**src/rtl/hamming_pkg.sv**
```systemverilog
// Shared constants for the Hamming(12,8) SEC encoder and its users.
package hamming_pkg;

    localparam int unsigned DATA_W = 8;
    localparam int unsigned CODE_W = 12;
    localparam int unsigned PAR_W  = 4;

    // Data-bit coverage of each parity bit; element i feeds p[i].
    localparam logic [PAR_W-1:0][DATA_W-1:0] PAR_MASK = {8'hF0, 8'h8E, 8'h6D, 8'h5B};

endpackage

```
**src/rtl/hamming_12_8_encode.sv**
```systemverilog
// Combinational Hamming(12,8) encoder: codeword = {p3,p2,p1,p0,d7..d0}.
module hamming_12_8_encode
    import hamming_pkg::*;
(
    input  logic [DATA_W-1:0] data,
    output logic [CODE_W-1:0] codeword
);

    logic [PAR_W-1:0] par;

    for (genvar i = 0; i < PAR_W; i++) begin : g_par
        assign par[i] = ^(data & PAR_MASK[i]);
    end

    assign codeword = {par, data};

endmodule

```
**src/rtl/hamming_enc_arbiter.sv**
```systemverilog
// Round-robin arbiter sharing one Hamming(12,8) encoder among NUM_REQ clients,
// with a registered codeword output and a one-shot single-bit error injector.
module hamming_enc_arbiter
    import hamming_pkg::*;
#(
    parameter  int unsigned NUM_REQ = 4,
    localparam int unsigned ID_W    = $clog2(NUM_REQ)
) (
    input  logic                      clk,
    input  logic                      rst,
    input  logic [NUM_REQ-1:0]        req_valid,
    input  logic [DATA_W*NUM_REQ-1:0] req_data,
    output logic [NUM_REQ-1:0]        req_ready,
    output logic                      out_valid,
    input  logic                      out_ready,
    output logic [CODE_W-1:0]         out_codeword,
    output logic [ID_W-1:0]           out_id,
    input  logic                      inj_arm,
    input  logic [3:0]                inj_pos,
    output logic                      inj_pending
);

    logic [ID_W-1:0]                  rr_ptr;
    logic [ID_W-1:0]                  win;
    logic [ID_W-1:0]                  cand;
    logic                             found;
    logic                             load;
    logic                             grant;
    logic [NUM_REQ-1:0][DATA_W-1:0]   data_arr;
    logic [DATA_W-1:0]                sel_data;
    logic [CODE_W-1:0]                enc_word;
    logic [CODE_W-1:0]                flip_mask;
    logic [3:0]                       inj_pos_q;

    assign data_arr = req_data;
    assign load     = !out_valid || out_ready;

    // First valid requester at or after rr_ptr, wrapping.
    always_comb begin
        found = 1'b0;
        win   = '0;
        cand  = '0;
        for (int unsigned k = 0; k < NUM_REQ; k++) begin
            cand = ID_W'((32'(rr_ptr) + k) % NUM_REQ);
            if (!found && req_valid[cand]) begin
                found = 1'b1;
                win   = cand;
            end
        end
    end

    // Reset gates the grant so no partial handshake survives it.
    assign grant     = found && load && !rst;
    assign req_ready = grant ? (NUM_REQ'(1) << win) : '0;
    assign sel_data  = data_arr[win];

    // Positions beyond the codeword consume the arm but flip nothing.
    assign flip_mask = (inj_pending && (inj_pos_q < 4'(CODE_W))) ?
                       (CODE_W'(1) << inj_pos_q) : '0;

    hamming_12_8_encode u_enc (
        .data     (sel_data),
        .codeword (enc_word)
    );

    always_ff @(posedge clk or posedge rst) begin
        if (rst) begin
            rr_ptr       <= '0;
            out_valid    <= 1'b0;
            out_codeword <= '0;
            out_id       <= '0;
            inj_pending  <= 1'b0;
            inj_pos_q    <= '0;
        end else begin
            if (grant) begin
                out_valid    <= 1'b1;
                out_codeword <= enc_word ^ flip_mask;
                out_id       <= win;
                rr_ptr       <= ID_W'((32'(win) + 1) % NUM_REQ);
            end else if (out_ready) begin
                out_valid <= 1'b0;
            end

            // A same-cycle arm is stored for the following grant.
            if (inj_arm) begin
                inj_pending <= 1'b1;
                inj_pos_q   <= inj_pos;
            end else if (grant) begin
                inj_pending <= 1'b0;
            end
        end
    end

endmodule

```
**config.mk**
```make
export PLATFORM = sky130hd
export DESIGN_NAME = hamming_enc_arbiter
export DESIGN_NICKNAME = d
export VERILOG_FILES = /design/src/rtl/hamming_pkg.sv /design/src/rtl/hamming_12_8_encode.sv /design/src/rtl/hamming_enc_arbiter.sv
export SDC_FILE = /design/constraint.sdc
export NUM_CORES = 1
export LEC_CHECK = 0
export ABC_CLOCK_PERIOD_IN_PS = 2200
export CAP_MARGIN = 20
export CORE_UTILIZATION = 39
export CTS_CLUSTER_DIAMETER = 80
export DETAILED_ROUTE_END_ITERATION = 10
export PLACE_DENSITY = 0.83
export SETUP_SLACK_MARGIN = 0.5
export SLEW_MARGIN = 40
export SYNTH_ARGS = -nofsm -noshare
export SYNTH_HDL_FRONTEND = slang
export SYNTH_HIERARCHICAL = 1
export SYNTH_SLANG_ARGS = --single-unit
```
**constraint.sdc**
```tcl
create_clock -name clk -period 2.2 [get_ports clk]
set_clock_uncertainty 0.1 [all_clocks]
set_input_delay 0.44 -clock clk [delete_from_list [all_inputs] [get_ports clk]]
set_output_delay 0.44 -clock clk [all_outputs]
set_load 0.005 [all_outputs]
```
Word-level counts from Yosys, hierarchy flattened
Index checks and enable logic that the tools add are counted.

Magnitude comparators: 6. Add/subtract/negate cells: 4. Reduce and logical (&&, ||, !) cells: 18. Shift operators: 2. Mux-type cells: 24. Bitwise logic cells: 1.

Operators by type and width (count): $reduce_xor 8->1 (4); $bmux 8 s2 (1); $lt 2x3->1 const B (5); $mux 1 (12); $mux 12 (1); $shl 1x4->12 const A (1); $xor 12x12->12 (1); $bmux 1 s2 (4); $mux 2 (4); $mux 8 (1); $logic_and 1x1->1 (6); $logic_not 1->1 (5); $add 2x1->2 const B (2); $add 2x2->2 const B (2); $lt 4x4->1 const B (1); $mux 4 (1); $reduce_bool 2->1 (2); $shl 1x2->4 const A (1); $logic_or 1x1->1 (1).

Register bits after elaboration: 22. Logic and storage cells: 61. Output and inout bits: 20. Bits of input ports: 44.

Logic depth before layout (Yosys ltp)
Word-level depth: 16. Gate-level depth with buffers: 10. Mapped depth without buffers: 9.

By module
The synthesis kept the hierarchy.

Modules (own cells, without submodules): hamming_enc_arbiter (sequential area each 550.5 um^2, times used 1, area each 1407.6 um^2, cells an instance 145); hamming_12_8_encode (sequential area each 0.0 um^2, times used 1, area each 175.2 um^2, cells an instance 18).

Worst setup path after synthesis
No wires, ideal clock.

Path kind: input to register. Start point: input req_valid[1]. End point: register out_codeword[8]. Library setup time: 0.126 ns. Path buffers: 1. Setup slack: -0.292 ns. Arrival time: 2.266 ns. Stages on the path: 9. Required time: 1.974 ns. Path through: nand2b_1 > a21oi_1 > o32a_1 > buf_4 > mux2i_1 > xnor3_1 > xor2_1 > xnor2_1 > o21ai_0.

Longest elaborated chain between the ends: 16. Elaborated cells on any way between the ends: 28. Classes of those cells: mux: 18; bitwise: 1; reduce/logical: 9.

Ends and longest elaborated chain: start, declared (line hamming_enc_arbiter.sv:11) `input logic [NUM_REQ-1:0] req_valid,`; $bmux 1 s2 (line hamming_enc_arbiter.sv:45) `if (!found && req_valid[cand]) begin`; $mux 1 (implied by the code) (line hamming_enc_arbiter.sv:45); $mux 1 (line hamming_enc_arbiter.sv:45); $logic_not 1->1 (line hamming_enc_arbiter.sv:45); $logic_and 1x1->1 (line hamming_enc_arbiter.sv:45); $mux 1 (line hamming_enc_arbiter.sv:45); $logic_not 1->1 (line hamming_enc_arbiter.sv:45); $logic_and 1x1->1 (line hamming_enc_arbiter.sv:45); [2 not listed]; $logic_and 1x1->1 (line hamming_enc_arbiter.sv:45); $mux 2 (*) (line hamming_enc_arbiter.sv:45); $bmux 8 s2 (*) (line hamming_enc_arbiter.sv:55) `assign sel_data = data_arr[win];`; $mux 8 (implied by the code) (*) (line hamming_enc_arbiter.sv:55); via sel_data[4] (line hamming_enc_arbiter.sv:30) `logic [DATA_W-1:0] sel_data;`; $reduce_xor 8->1 (*) (line hamming_12_8_encode.sv:12) `assign par[i] = ^(data & PAR_MASK[i]);`; via enc_word[8] (line hamming_enc_arbiter.sv:31) `logic [CODE_W-1:0] enc_word;`; $xor 12x12->12 (*) (line hamming_enc_arbiter.sv:77) `out_codeword <= enc_word ^ flip_mask;`; end signal, assigned (line hamming_enc_arbiter.sv:77); end, declared (line hamming_enc_arbiter.sv:16) `output logic [CODE_W-1:0] out_codeword,`.

Mark *: on every way through the listed nets, which the timed path passes. The rest lies on a longest branch. The select of a mux whose other input is x is not followed. A chain may end at the register's enable or synchronous reset.

Final worst setup path
Start point: register rr_ptr[0]. End point: register out_codeword[9].

Longest elaborated chain between the ends: 16. Elaborated cells on any way between the ends: 31. Classes of those cells: add/sub: 3; mux: 18; bitwise: 1; reduce/logical: 9.

Ends and longest elaborated chain: start, declared (line hamming_enc_arbiter.sv:23) `logic [ID_W-1:0] rr_ptr;`; start signal, assigned (line hamming_enc_arbiter.sv:79) `rr_ptr <= ID_W'((32'(win) + 1) % NUM_REQ);`; parallel branches: the longest is 11 deep, another holds $add 2x1->2; $mux 2 (*) (line hamming_enc_arbiter.sv:45); $bmux 8 s2 (*) (line hamming_enc_arbiter.sv:55); $mux 8 (implied by the code) (*) (line hamming_enc_arbiter.sv:55); via sel_data[0] (line hamming_enc_arbiter.sv:30); $reduce_xor 8->1 (*) (line hamming_12_8_encode.sv:12); via enc_word[9] (line hamming_enc_arbiter.sv:31); $xor 12x12->12 (*) (line hamming_enc_arbiter.sv:77).

Mark *: on every way through the listed nets, which the timed path passes. The select of a mux whose other input is x is not followed.

==> flow_summary.yaml <==
outcome:
  status: "complete, but fails checks"
  violations: "setup timing"
critical_path:
  cp-start-kind: "register"
  end_kind: "register"
  timing_worst_setup_path_type: "register to register"
  arrival_ns: 2.80
  worstPathMaxFanout: 9
  required_ns: 2.26
timing:
  relSlewSlack_pct: 58.0
  rsz0062_at_grt: "yes"
  whs_ns: 0.351
  period_share_pct: 124
  tightest_slew_ns: 0.629
  max_clock_freq_mhz: 366
  setup_ws_ns: -0.534
  min_period_ns: 2.73
  tns_ns: -4.09
  finalHoldViolations: 0
  drv_slew: 0
  finalSetupViolations: 15
yosys:
  ys_types: 33
  ys_seq_area_share_pct: 34.8
  synth_edf_count: 0
  ys_warn_count: 6
  yosys_register_bits: 22
  synth_top_family_by_area: "multiplexers"
  synthTopCellsByCount: "mux2i_1 (24), dfrtp_1 (22), nand2_1 (19)"
  synthTopCellsByArea: "dfrtp_1 (35%), mux2i_1 (15%), xnor2_1 (7.2%)"
  synth.most_common_cell: "mux2i_1"
  synthAdderAreaFrac_pct: 0
  synth.avg_cell_area_sq_um: 9.71
  synth_xor_area_share_pct: 14.5
  netlist_instances: 163
  synth_compound_area_share_pct: 9.01
  yosysTopAreaCell: "dfrtp_1"
  synth_top_area_share_pct: 34.8
  muxShareOfSynthArea_pct: 18.0
  syn_area_sq_mm: 0.00158
  mappedNetlistNets: 207
  ys.flop_type: "dfrtp_1"
  synthSimpleGateAreaFrac_pct: 15.4
  synthArstFlopShare_pct: 100
final_layout:
  fin_area_sq_mm: 0.00329
  areaGrowthSynthToFinish_pct: 108
  antenna_cells: 0
  nNetsFinal: 333
  drive_gt1_share_pct: 49.0
die:
  std_cell_rows: 22
  io_pins: 64
  start_util_pct: 42.0
  fp.dieW_um: 65.7
  die-area_sq_mm: 0.00432
  coreArea_sq_mm: 0.00377
  fp.dieH_um: 65.7
hold_path:
  hp-class: "input pin to asynchronous set/reset pin"
detailed_routing:
  via_count: 1796
  remaining_drc_errors: 0
  postRouteAntennaNets: 0
  vias_per_cell: 5.35
  dr.pass1.iters: 4
  drt_wl_total_um: 6750
  drt-wirelength-per-cell_um: 20.1
  drt_iter0_markers: 190
global_routing:
  grtUsageTotal_pct: 27.1
  grt_max_degree: 23
  grt_pass1_vias: 1780
  antenna_found_initial: 0
  grt_pass1_wl_um: 8580
  overflow: 0
placed_design:
  gp_congestion: 0.819
  place_area_sq_mm: 0.00242
  port_buffers: 63
  hpwl_um: 3010
clock_network:
  clock-sinks: 22
  root_buffer: "clkbuf_8"
  cts_tree: "done"
  clk_latency_ns: 0.27
  htreeDepth: 1
  clockBufferDepth: 2
  cts_buffers: 3
  clk_pin_slew_ns: 0.09
run:
  drv_cap: 0
pwr:
  leakagePower_nw: 1.53
  p_per_area_mw_per_mm2: 1100
  power_w: 0.00363
  ir_drop_mv: 0.611
==> per-layer routing <==
| layer | global-route usage, % | up-vias | part of all wire [%] |
|---|---|---|---|
| li1 | - | 790 | - |
| met1 | 32.5 | 876 | 39 |
| met2 | 47.6 | 109 | 51 |
| met3 | 3.13 | 21 | 5.6 |
| met4 | 12.8 | 0 | 3.7 |
| met5 | 0 | - | 0 |
==> state kept, by name, indices dropped and copies added (netlist names) <==
register and cells:
out_codeword 12, inj_pos_q 4, out_id 2, rr_ptr 2
inj_pending 1, out_valid 1
==> stage by stage <==
| stage | setup slack, ns | util (%) | std cells |
|---|---|---|---|
| finish | -0.534 | 87.1 | 336 |
| global route | -0.573 | 87.1 | 336 |
| CTS | -0.366 | 78.5 | 317 |
| detailed placement | -0.948 | 64.1 | 286 |
| global placement | -0.891 | 64.1 | 286 |
| floorplan | -0.230 | - | 163 |
==> cell usage in the layout, fill, tap and decap left out, types with 2 or more instances in the layout <==
master / instances
a21o_1: 2
a21oi_1: 2
a21oi_2: 2
buf_12: 5
buf_16: 2
buf_2: 5
buf_4: 38
buf_6: 29
buf_8: 2
clkbuf_8: 4
clkdlybuf4s50_1: 47
dfrtp_1: 22
dlygate4sd2_1: 4
dlymetal6s2s_1: 4
mux2_2: 4
mux2i_1: 8
mux2i_2: 16
nand2_1: 15
nand2_4: 3
nand2b_1: 3
nand2b_4: 2
nand3b_1: 3
nor2_1: 8
nor3_1: 2
o21ai_1: 12
xnor2_1: 5
xnor2_2: 7
xnor3_1: 2
xor2_1: 5
xor2_4: 2
==> power breakdown <==
part / leakage (nW) / switching, W / total (W) / internal (W)
registers: 0.262 / 0.0000968 / 0.000629 / 0.000533
clock network: 0.0288 / 0.000153 / 0.000313 / 0.000160
logic: 1.23 / 0.00108 / 0.00268 / 0.00160
==> worst max-delay path, stage by stage, from the launching register on <==
cell and delay, ns:
dfrtp_1 0.44, inv_2 0.10, buf_4 0.14, a21oi_1 0.16
o32a_4 0.22, buf_6 0.17, mux2i_2 0.24, buf_4 0.16
xnor3_1 0.42, xnor2_2 0.15, xnor2_1 0.23, o21ai_1 0.10
==> cell type report <==
cell class	count	area, sq um
repair buffers	137	1410
multi-input cells	123	1200
flip-flops and latches	22	551
fillers	169	485
well taps	48	60.1
clock buffers	4	55.1
inverters	2	11.3
==> cells by family (layout without fill, tap and decap cells) <==
| kind of cell | count (synthesis) | count (layout) |
|---|---|---|
| buffers and inverters | 18 | 143 |
| and+or+nand+nor | 49 | 49 |
| xor gates and xnor gates | 23 | 23 |
| DFF | 22 | 22 |
| AOI/OAI and AO/OA | 23 | 23 |
| muxes | 28 | 28 |
==> final timing paths <==
kind / from / end / slack, ns / cells past startpoint
worst max-delay path: rr_ptr[0] / out_codeword[9] / -0.53 / 11
worst min-delay path: rst / out_valid / 0.35 / 3
worst max register to register: rr_ptr[0] / out_codeword[9] / -0.53 / 11
worst min register to register: out_codeword[0] / out_codeword[0] / 0.41 / 2
max in group asynchronous: rst / inj_pos_q[2] / 1.42 / 3
min in group clk: out_codeword[0] / out_codeword[0] / 0.41 / 2
==> what timing repair did <==
item,in CTS,in global routing
hold buffers,0,0
setup buffers,24,19
pin swaps,24,31
hold endpoints to repair,0,0
cloned,3,0
setup endpoints to repair,23,31
resized for setup,86,51
Note: power is estimated with default switching activity, not from simulation.
